`src/rtl/game_sequencer_if.sv`:
```
// Board-controller bus: game inputs from selectionStage/getColors and the
// display-write, status and counter outputs of game_sequencer.
interface game_sequencer_if;
    logic        start;
    logic        submitted;
    logic [2:0]  col;
    logic [6:0]  value;
    logic [34:0] scored_row;
    logic [1:0]  state;
    logic [2:0]  row;
    logic [6:0]  word_index;
    logic        letter_we;
    logic [2:0]  letter_col;
    logic [6:0]  letter_data;
    logic        row_we;
    logic [2:0]  row_wr;
    logic [34:0] row_data;
    logic        board_clr;
    logic        reject;
    logic [7:0]  wins;

    // Environment side: drives game inputs, observes controller outputs
    modport master (
        output start, submitted, col, value, scored_row,
        input  state, row, word_index, letter_we, letter_col, letter_data,
               row_we, row_wr, row_data, board_clr, reject, wins
    );

    // Controller side
    modport slave (
        input  start, submitted, col, value, scored_row,
        output state, row, word_index, letter_we, letter_col, letter_data,
               row_we, row_wr, row_data, board_clr, reject, wins
    );
endinterface

```
`src/rtl/game_sequencer.sv`:
```
// Wordle game controller: word selection, guess-row sequencing, win/loss detection.
// Optional win counter enabled by defining GAME_SEQ_WINS_EN.
module game_sequencer #(
    parameter int unsigned NUM_ROWS    = 6,
    parameter int unsigned NUM_WORDS   = 100,
    parameter int unsigned HOLD_CYCLES = 200
) (
    input  logic            logicclk,
    input  logic            clr,
    game_sequencer_if.slave bus
);
    localparam int unsigned     HOLD_W    = (HOLD_CYCLES > 1) ? $clog2(HOLD_CYCLES) : 1;
    localparam logic [2:0]      LAST_ROW  = 3'(NUM_ROWS - 1);
    localparam logic [6:0]      LAST_WORD = 7'(NUM_WORDS - 1);
    localparam logic [HOLD_W-1:0] LAST_HOLD = HOLD_W'(HOLD_CYCLES - 1);

    typedef enum logic [1:0] {
        SELECT_WORD  = 2'b00,
        EDIT_LETTER  = 2'b01,
        DISPLAY_WIN  = 2'b10,
        DISPLAY_LOSE = 2'b11
    } state_t;

    state_t            state_q, state_d;
    logic [2:0]        row_q, row_d;
    logic [6:0]        widx_q, widx_d;
    logic [HOLD_W-1:0] hold_q, hold_d;
    logic              letter_we_q, letter_we_d;
    logic [2:0]        letter_col_q, letter_col_d;
    logic [6:0]        letter_data_q, letter_data_d;
    logic              row_we_q, row_we_d;
    logic [2:0]        row_wr_q, row_wr_d;
    logic [34:0]       row_data_q, row_data_d;
    logic              board_clr_q, board_clr_d;
    logic              reject_q, reject_d;
    logic              blank_c, green_c;

    // Row scan: any blank letter code refuses the row; all-green wins it
    always_comb begin
        blank_c = 1'b0;
        green_c = 1'b1;
        for (int i = 0; i < 5; i++) begin
            if (bus.scored_row[7*i +: 5] == 5'd0) blank_c = 1'b1;
            if (bus.scored_row[7*i+5 +: 2] != 2'b11) green_c = 1'b0;
        end
    end

    always_comb begin
        state_d       = state_q;
        row_d         = row_q;
        widx_d        = widx_q;
        hold_d        = hold_q;
        letter_we_d   = 1'b0;
        letter_col_d  = letter_col_q;
        letter_data_d = letter_data_q;
        row_we_d      = 1'b0;
        row_wr_d      = row_wr_q;
        row_data_d    = row_data_q;
        board_clr_d   = 1'b0;
        reject_d      = 1'b0;
        case (state_q)
            SELECT_WORD: begin
                if (bus.start) state_d = EDIT_LETTER;
                else           widx_d  = (widx_q == LAST_WORD) ? 7'd0 : widx_q + 7'd1;
            end
            EDIT_LETTER: begin
                if (bus.submitted) begin
                    if (blank_c) begin
                        reject_d = 1'b1;
                    end else begin
                        row_we_d   = 1'b1;
                        row_wr_d   = row_q;
                        row_data_d = bus.scored_row;
                        hold_d     = '0;
                        if (green_c)              state_d = DISPLAY_WIN;
                        else if (row_q == LAST_ROW) state_d = DISPLAY_LOSE;
                        else                      row_d   = row_q + 3'd1;
                    end
                end else if (bus.col <= 3'd4) begin
                    letter_we_d   = 1'b1;
                    letter_col_d  = bus.col;
                    letter_data_d = bus.value;
                end
            end
            default: begin
                // Result dwell; board clears as SELECT_WORD is entered
                if (hold_q == LAST_HOLD) begin
                    state_d     = SELECT_WORD;
                    board_clr_d = 1'b1;
                    row_d       = 3'd0;
                    hold_d      = '0;
                end else begin
                    hold_d = hold_q + HOLD_W'(1);
                end
            end
        endcase
    end

    always_ff @(posedge logicclk or posedge clr) begin
        if (clr) begin
            state_q       <= SELECT_WORD;
            row_q         <= 3'd0;
            widx_q        <= 7'd0;
            hold_q        <= '0;
            letter_we_q   <= 1'b0;
            letter_col_q  <= 3'd0;
            letter_data_q <= 7'd0;
            row_we_q      <= 1'b0;
            row_wr_q      <= 3'd0;
            row_data_q    <= 35'd0;
            board_clr_q   <= 1'b0;
            reject_q      <= 1'b0;
        end else begin
            state_q       <= state_d;
            row_q         <= row_d;
            widx_q        <= widx_d;
            hold_q        <= hold_d;
            letter_we_q   <= letter_we_d;
            letter_col_q  <= letter_col_d;
            letter_data_q <= letter_data_d;
            row_we_q      <= row_we_d;
            row_wr_q      <= row_wr_d;
            row_data_q    <= row_data_d;
            board_clr_q   <= board_clr_d;
            reject_q      <= reject_d;
        end
    end

`ifdef GAME_SEQ_WINS_EN
    logic [7:0] wins_q;

    // Saturating count of game wins
    always_ff @(posedge logicclk or posedge clr) begin
        if (clr)
            wins_q <= 8'd0;
        else if (state_q == EDIT_LETTER && state_d == DISPLAY_WIN && wins_q != 8'hFF)
            wins_q <= wins_q + 8'd1;
    end

    assign bus.wins = wins_q;
`else
    assign bus.wins = 8'h00;
`endif

    assign bus.state       = state_q;
    assign bus.row         = row_q;
    assign bus.word_index  = widx_q;
    assign bus.letter_we   = letter_we_q;
    assign bus.letter_col  = letter_col_q;
    assign bus.letter_data = letter_data_q;
    assign bus.row_we      = row_we_q;
    assign bus.row_wr      = row_wr_q;
    assign bus.row_data    = row_data_q;
    assign bus.board_clr   = board_clr_q;
    assign bus.reject      = reject_q;
endmodule

```
`src/flat_wrapper.sv`:
```
// flat-port wrapper written by rule: the top's interface ports become plain ports
module game_sequencer_flat 
#(
    parameter int unsigned NUM_ROWS    = 6,
    parameter int unsigned NUM_WORDS   = 100,
    parameter int unsigned HOLD_CYCLES = 200
)
  (logicclk, clr, bus_start, bus_submitted, bus_col, bus_value, bus_scored_row, bus_state, bus_row, bus_word_index, bus_letter_we, bus_letter_col, bus_letter_data, bus_row_we, bus_row_wr, bus_row_data, bus_board_clr, bus_reject, bus_wins);
  game_sequencer_if bus_i ();
  input  logic logicclk;
  input  logic clr;
  input wire logic [$bits(bus_i.start)-1:0] bus_start;
  input wire logic [$bits(bus_i.submitted)-1:0] bus_submitted;
  input wire logic [$bits(bus_i.col)-1:0] bus_col;
  input wire logic [$bits(bus_i.value)-1:0] bus_value;
  input wire logic [$bits(bus_i.scored_row)-1:0] bus_scored_row;
  output wire logic [$bits(bus_i.state)-1:0] bus_state;
  output wire logic [$bits(bus_i.row)-1:0] bus_row;
  output wire logic [$bits(bus_i.word_index)-1:0] bus_word_index;
  output wire logic [$bits(bus_i.letter_we)-1:0] bus_letter_we;
  output wire logic [$bits(bus_i.letter_col)-1:0] bus_letter_col;
  output wire logic [$bits(bus_i.letter_data)-1:0] bus_letter_data;
  output wire logic [$bits(bus_i.row_we)-1:0] bus_row_we;
  output wire logic [$bits(bus_i.row_wr)-1:0] bus_row_wr;
  output wire logic [$bits(bus_i.row_data)-1:0] bus_row_data;
  output wire logic [$bits(bus_i.board_clr)-1:0] bus_board_clr;
  output wire logic [$bits(bus_i.reject)-1:0] bus_reject;
  output wire logic [$bits(bus_i.wins)-1:0] bus_wins;
  assign bus_i.start = bus_start;
  assign bus_i.submitted = bus_submitted;
  assign bus_i.col = bus_col;
  assign bus_i.value = bus_value;
  assign bus_i.scored_row = bus_scored_row;
  assign bus_state = bus_i.state;
  assign bus_row = bus_i.row;
  assign bus_word_index = bus_i.word_index;
  assign bus_letter_we = bus_i.letter_we;
  assign bus_letter_col = bus_i.letter_col;
  assign bus_letter_data = bus_i.letter_data;
  assign bus_row_we = bus_i.row_we;
  assign bus_row_wr = bus_i.row_wr;
  assign bus_row_data = bus_i.row_data;
  assign bus_board_clr = bus_i.board_clr;
  assign bus_reject = bus_i.reject;
  assign bus_wins = bus_i.wins;
  game_sequencer #(.NUM_ROWS(NUM_ROWS), .NUM_WORDS(NUM_WORDS), .HOLD_CYCLES(HOLD_CYCLES)) u_core (.logicclk(logicclk), .clr(clr), .bus(bus_i));
endmodule
```
`config.mk`:
```
export PLATFORM = sky130hd
export DESIGN_NAME = game_sequencer_flat
export DESIGN_NICKNAME = d
export VERILOG_FILES = /design/src/rtl/game_sequencer_if.sv /design/src/rtl/game_sequencer.sv /design/src/flat_wrapper.sv
export SDC_FILE = /design/constraint.sdc
export NUM_CORES = 1
export LEC_CHECK = 0
export CAP_MARGIN = 20
export CORE_ASPECT_RATIO = 0.9
export CORE_MARGIN = 2
export CORE_UTILIZATION = 48
export CTS_CLUSTER_DIAMETER = 150
export DETAILED_ROUTE_END_ITERATION = 10
export PLACE_DENSITY_LB_ADDON = 0.3
export SETUP_SLACK_MARGIN = 0.5
export SLEW_MARGIN = 20
export SYNTH_ARGS = -nofsm -noshare
export SYNTH_HDL_FRONTEND = slang
export SYNTH_SLANG_ARGS = --single-unit
```
`constraint.sdc`:
```
create_clock -name logicclk -period 5.6 [get_ports logicclk]
set_input_delay 1.4 -clock logicclk [delete_from_list [all_inputs] [get_ports logicclk]]
set_output_delay 1.4 -clock logicclk [all_outputs]
set_load 0.05 [all_outputs]
```
# Yosys cells after proc, flatten, opt, wreduce, memory -nomap -nowiden
# Index checks and enable logic that the tools add are counted.
# totals
reg_bits,72
in_bits,49
out_inout_bits,72
elab_cells,89
# classes
addsub,3
order_cmp,1
eq_ne,15
muxes,39
bitwise_logic,4
n_reduce_logical,15
# op_table
operator,count
$logic_not 5->1,5
$mux 8,3
$mux 1,21
$ne 2x2->1 const B,10
$pmux 8 s2,1
$mux 3,5
$mux 2,6
$reduce_and 3->1,3
$add 8x1->8 const B,1
$eq 8x8->1 const B,1
$add 7x1->7 const B,1
$eq 7x7->1 const B,1
$mux 7,1
$pmux 3 s2,1
$reduce_and 6->1,1
$reduce_and 5->1,1
$not 1->1,4
$pmux 2 s2,1
$add 3x1->3 const B,1
$eq 3x3->1 const B,1
$le 3x3->1 const B,1
$ne 3x1->1 const B,1
$reduce_bool 3->1,1
$eq 2x1->1 const B,1
4 further kinds,4

# Depth between registers and ports, before layout
# depth
word_depth,10
depth_mapped,9
ltp_nobuf,7

# Worst setup path after synthesis
# OpenSTA, ideal clock, no wires.
# synth_timing
path_type,input to register
startpoint,input bus_scored_row[29]
endpoint,register u_core.row_data_q[0] (netlist: u_core.bus.row_data[0])
setup_ns,0.125
arrival_ns,2.856
t_required_ns,5.475
setup_slack_ns,2.619
path_stages,5
path_buffers,1
cell_sequence,or4_1 > o22a_1 > nand4_4 > buf_4 > mux2_2
# synth_between
elab_chain_len,4
# synth_lines
element,line,text
"start, declared",flat_wrapper.sv:16,input wire logic [$bits(bus_i.scored_row)-1:0] bus_scored_row;
$logic_not 5->1,game_sequencer.sv:43,if (bus.scored_row[7*i +: 5] == 5'd0) blank_c = 1'b1;
$mux 1,game_sequencer.sv:43,
$not 1->1 (no source line),--,
$reduce_and 3->1 (no source line),--,
"end signal, assigned",game_sequencer.sv:123,row_data_q <= row_data_d;
"end, declared",game_sequencer.sv:33,"logic [34:0] row_data_q, row_data_d;"
# No other way between the ends.
# A chain may end at the register's enable or synchronous reset.

# Final worst setup path
# layout_timing
startpoint,input bus_scored_row[29]
endpoint,register u_core.row_data_q[21] (netlist: u_core.bus.row_data[21])
# The elaborated chain is that of the path after synthesis.

==> results_dict.tcl <==
set metrics [dict create \
    syn_to_final_growth_pct 41.5 \
    cts_buffer_depth 2 \
    gp_congestion 0.845 \
    dr_total_vias 2376 \
    synth_edf_count 0 \
    overflow 0 \
    num_rows 28 \
    rsz0062_at_grt "false" \
    antennaDiodeCount 0 \
    switching_share_pct 28.3 \
    tns_ps 0 \
    max_stage_delay_ps 540 \
    die_area_um2 7470 \
    yosysTopAreaCellShare_pct 55.3 \
    crit_path_start_kind "input pin" \
    ys_top_cells_by_area "dfrtp_1 55%, mux2_4 10%, mux2_2 9.0%" \
    max_freq_mhz 298 \
    power.switching_mw 0.331 \
    yosysMostFrequentCell "dfrtp_1" \
    cts_hold_buf 0 \
    io-pin-count 121 \
    fill_cells 486 \
    root_buffer "clkbuf_8" \
    core-area_um2 6590 \
    cts_tree "built" \
    finClkSkew_ps 8.60 \
    numPortBuffers 112 \
    finalCoreUtilization_pct 70.0 \
    leakagePower_nw 2.01 \
    multiInputGateArea_um2 1330 \
    path_clk_slew_ps 80 \
    clk_latency_ps 350 \
    start_util_pct 49.5 \
    hold_slack_ps 508 \
    slowest_stage "or4_1" \
    endpoint_kind "register" \
    clkSinkCount 72 \
    antenna_found_initial 0 \
    hold-path-cell-count 1 \
    hold_class "register to register" \
    dp_hpwl_um 5370 \
    ctsResizeCount 0 \
    grt_pass1_vias 2257 \
    grt_usage_pct 20.1 \
    fp.dieW_um 90.9 \
    setup_violations 0 \
    grt_start_max_net_pins 43 \
    h-tree-depth 3 \
    layout-drive-gt1-share_pct 19.8 \
    path_class "input pin to register" \
    nets 416 \
    path_cells "clkdlybuf4s50_1 -> or4_1 -> o22a_1 -> nand4_4 -> inv_4 -> mux2_4" \
    reg2reg_depth 5 \
    post_cts_buffers 0 \
    p_int_mw 0.840 \
    synth_area_um2 3260 \
    drtAntennaViolNets 0 \
    worst_pin_slew_ps 672 \
    synth_area_per_cell_um2 13.2 \
    slew_headroom_pct 54.8 \
    status "finished clean" \
    regArea_um2 1800 \
    wirelength_um 7350 \
    synth.distinct_cells 45 \
    post-route-period-util_pct 60.0 \
    worstPathArrival_ps 3600 \
    max-cap-violations 0 \
    finalMaxSlewViolations 0 \
    powerDensity_nw_per_um2 254 \
    yosysWarnings 0 \
    die_h_um 82.2 \
    routedWlPerCell_um 16.0 \
    drc 0 \
    vdd_drop_max_uv 194 \
    synth-seq-area-share_pct 55.3 \
    synth_common_cells "72 x dfrtp_1, 26 x mux2_2, 22 x mux2_4, 15 x nand2_1, 12 x o21ai_0" \
    drt-initial-drc-count 79 \
    cp_max_fo 32 \
    async_flop_share_pct 100 \
    worstPathRequired_ps 5840 \
    numCtsBuffers 9 \
    synth_cells 247 \
    hold_viol_final 0 \
    comb_power_share_pct 17.0 \
    ys_ff_latch 72 \
    grt_pass1_wl_um 11500 \
    clkPwrFrac_pct 36.1 \
    drtPass1Iterations 4 \
    fin_crit_ps 3360 \
    synthFlopType "dfrtp_1" \
    avgViaCountPerCell 5.19 \
    yosys.area.top_type "dfrtp_1" \
    seqPwrFrac_pct 46.9 \
]
cell type report:
| class | count | share of cell area [%] |
|---|---|---|
| Inverter | 7 | 0.624 |
| Multi-Input combinational cell | 160 | 28.9 |
| Tap cell | 90 | 2.44 |
| Timing Repair Buffer | 113 | 24.5 |
| Clock inverter | 6 | 1.47 |
| Sequential cell | 72 | 39.1 |
| Clock buffer | 10 | 2.99 |
kinds of logic after synthesis:
| family | synth area share (%) |
|---|---|
| AO/OA/AOI/OAI | 8.06 |
| XOR/XNOR | 0.538 |
| adder cells (fa/ha/maj) | 1.54 |
| buffers and inverters | 4.61 |
| flip-flops | 55.3 |
| multiplexers | 19.7 |
| other | 0.115 |
| AND/OR/NAND/NOR | 10.1 |
final timing paths:
path                                             to  slack (ps)                 start
setup / recovery            u_core.bus.row_data[21]        2240    bus_scored_row[29]
hold / removal                 u_core.bus.row_wr[0]         510  u_core.bus.row_wr[0]
setup reg to reg            u_core.bus.row_data[29]        3160   u_core.bus.state[1]
hold reg to reg                u_core.bus.row_wr[0]         510  u_core.bus.row_wr[0]
max in group asynchronous  u_core.bus.word_index[3]        3150                   clr
min in group asynchronous    u_core.bus.row_data[8]        1450                   clr
critical path: cells and delay by family:
family,cells,cell delay [ps]
mux,1,360
buf+inv,2,680
simple gates,2,830
compound gates,1,300
per-layer routing:
layer  up-vias  wire (um)  GRT usage, %
li1       1114          -             -
met1      1163       3380          26.6
met2        93       3350          30.8
met3         6        576          8.08
met4         0         51          5.91
met5         -          0             0
power groups by stage:
stage | logic [mW] | clock network, mW | registers (mW)
2_1_floorplan | 0.0496 | 0 | 0.627
3_3_place_gp | 0.198 | 0 | 0.559
3_5_place_dp | 0.200 | 0 | 0.559
4_1_cts | 0.201 | 0.429 | 0.550
5_1_grt | 0.209 | 0.452 | 0.552
6_report | 0.199 | 0.423 | 0.550
flip-flops by register name, summed over array words and instances, names as in the netlist:
signal and count:
u_core.bus.letter_data 7, u_core.bus.letter_col 3, u_core.bus.letter_we 1, u_core.hold_q 8, u_core.bus.state 2, u_core.bus.board_clr 1, u_core.bus.row_wr 3, u_core.bus.word_index 7
u_core.bus.reject 1, u_core.bus.row_we 1, u_core.bus.row 3, u_core.bus.row_data 35
cells in the final DEF, fill, tap and decap left out, drive strengths merged, types with 3 or more instances in the layout:
| cell type | netlist | routed |
|---|---|---|
| conb | 1 | 8 |
| nand2 | 15 | 15 |
| nand3 | 6 | 6 |
| nand4 | 6 | 6 |
| o21ai | 14 | 14 |
| inv | 7 | 8 |
| or3 | 3 | 3 |
| dfrtp | 72 | 72 |
| a21oi | 6 | 6 |
| clkbuf | 1 | 10 |
| nor2 | 7 | 7 |
| and3 | 3 | 3 |
| clkdlybuf4s50 | 0 | 112 |
| mux2 | 48 | 48 |
| or4 | 6 | 6 |
| ha | 4 | 4 |
| nor3 | 3 | 3 |
| a22o | 3 | 3 |
| nor4 | 3 | 3 |
| a211oi | 4 | 4 |
through the flow:
stage / area, um^2 / std cells / total power [mW] / setup WS, ps
2_1_floorplan: 3290 / 254 / 0.676 / 2380
3_3_place_gp: 4410 / 442 / 0.757 / 1910
3_5_place_dp: 4410 / 442 / 0.759 / 1870
4_1_cts: 4610 / 458 / 1.18 / 2250
5_1_grt: 4610 / 458 / 1.21 / 2130
6_report: 4610 / 458 / 1.17 / 2240
Power figures use the tool's default switching activity.
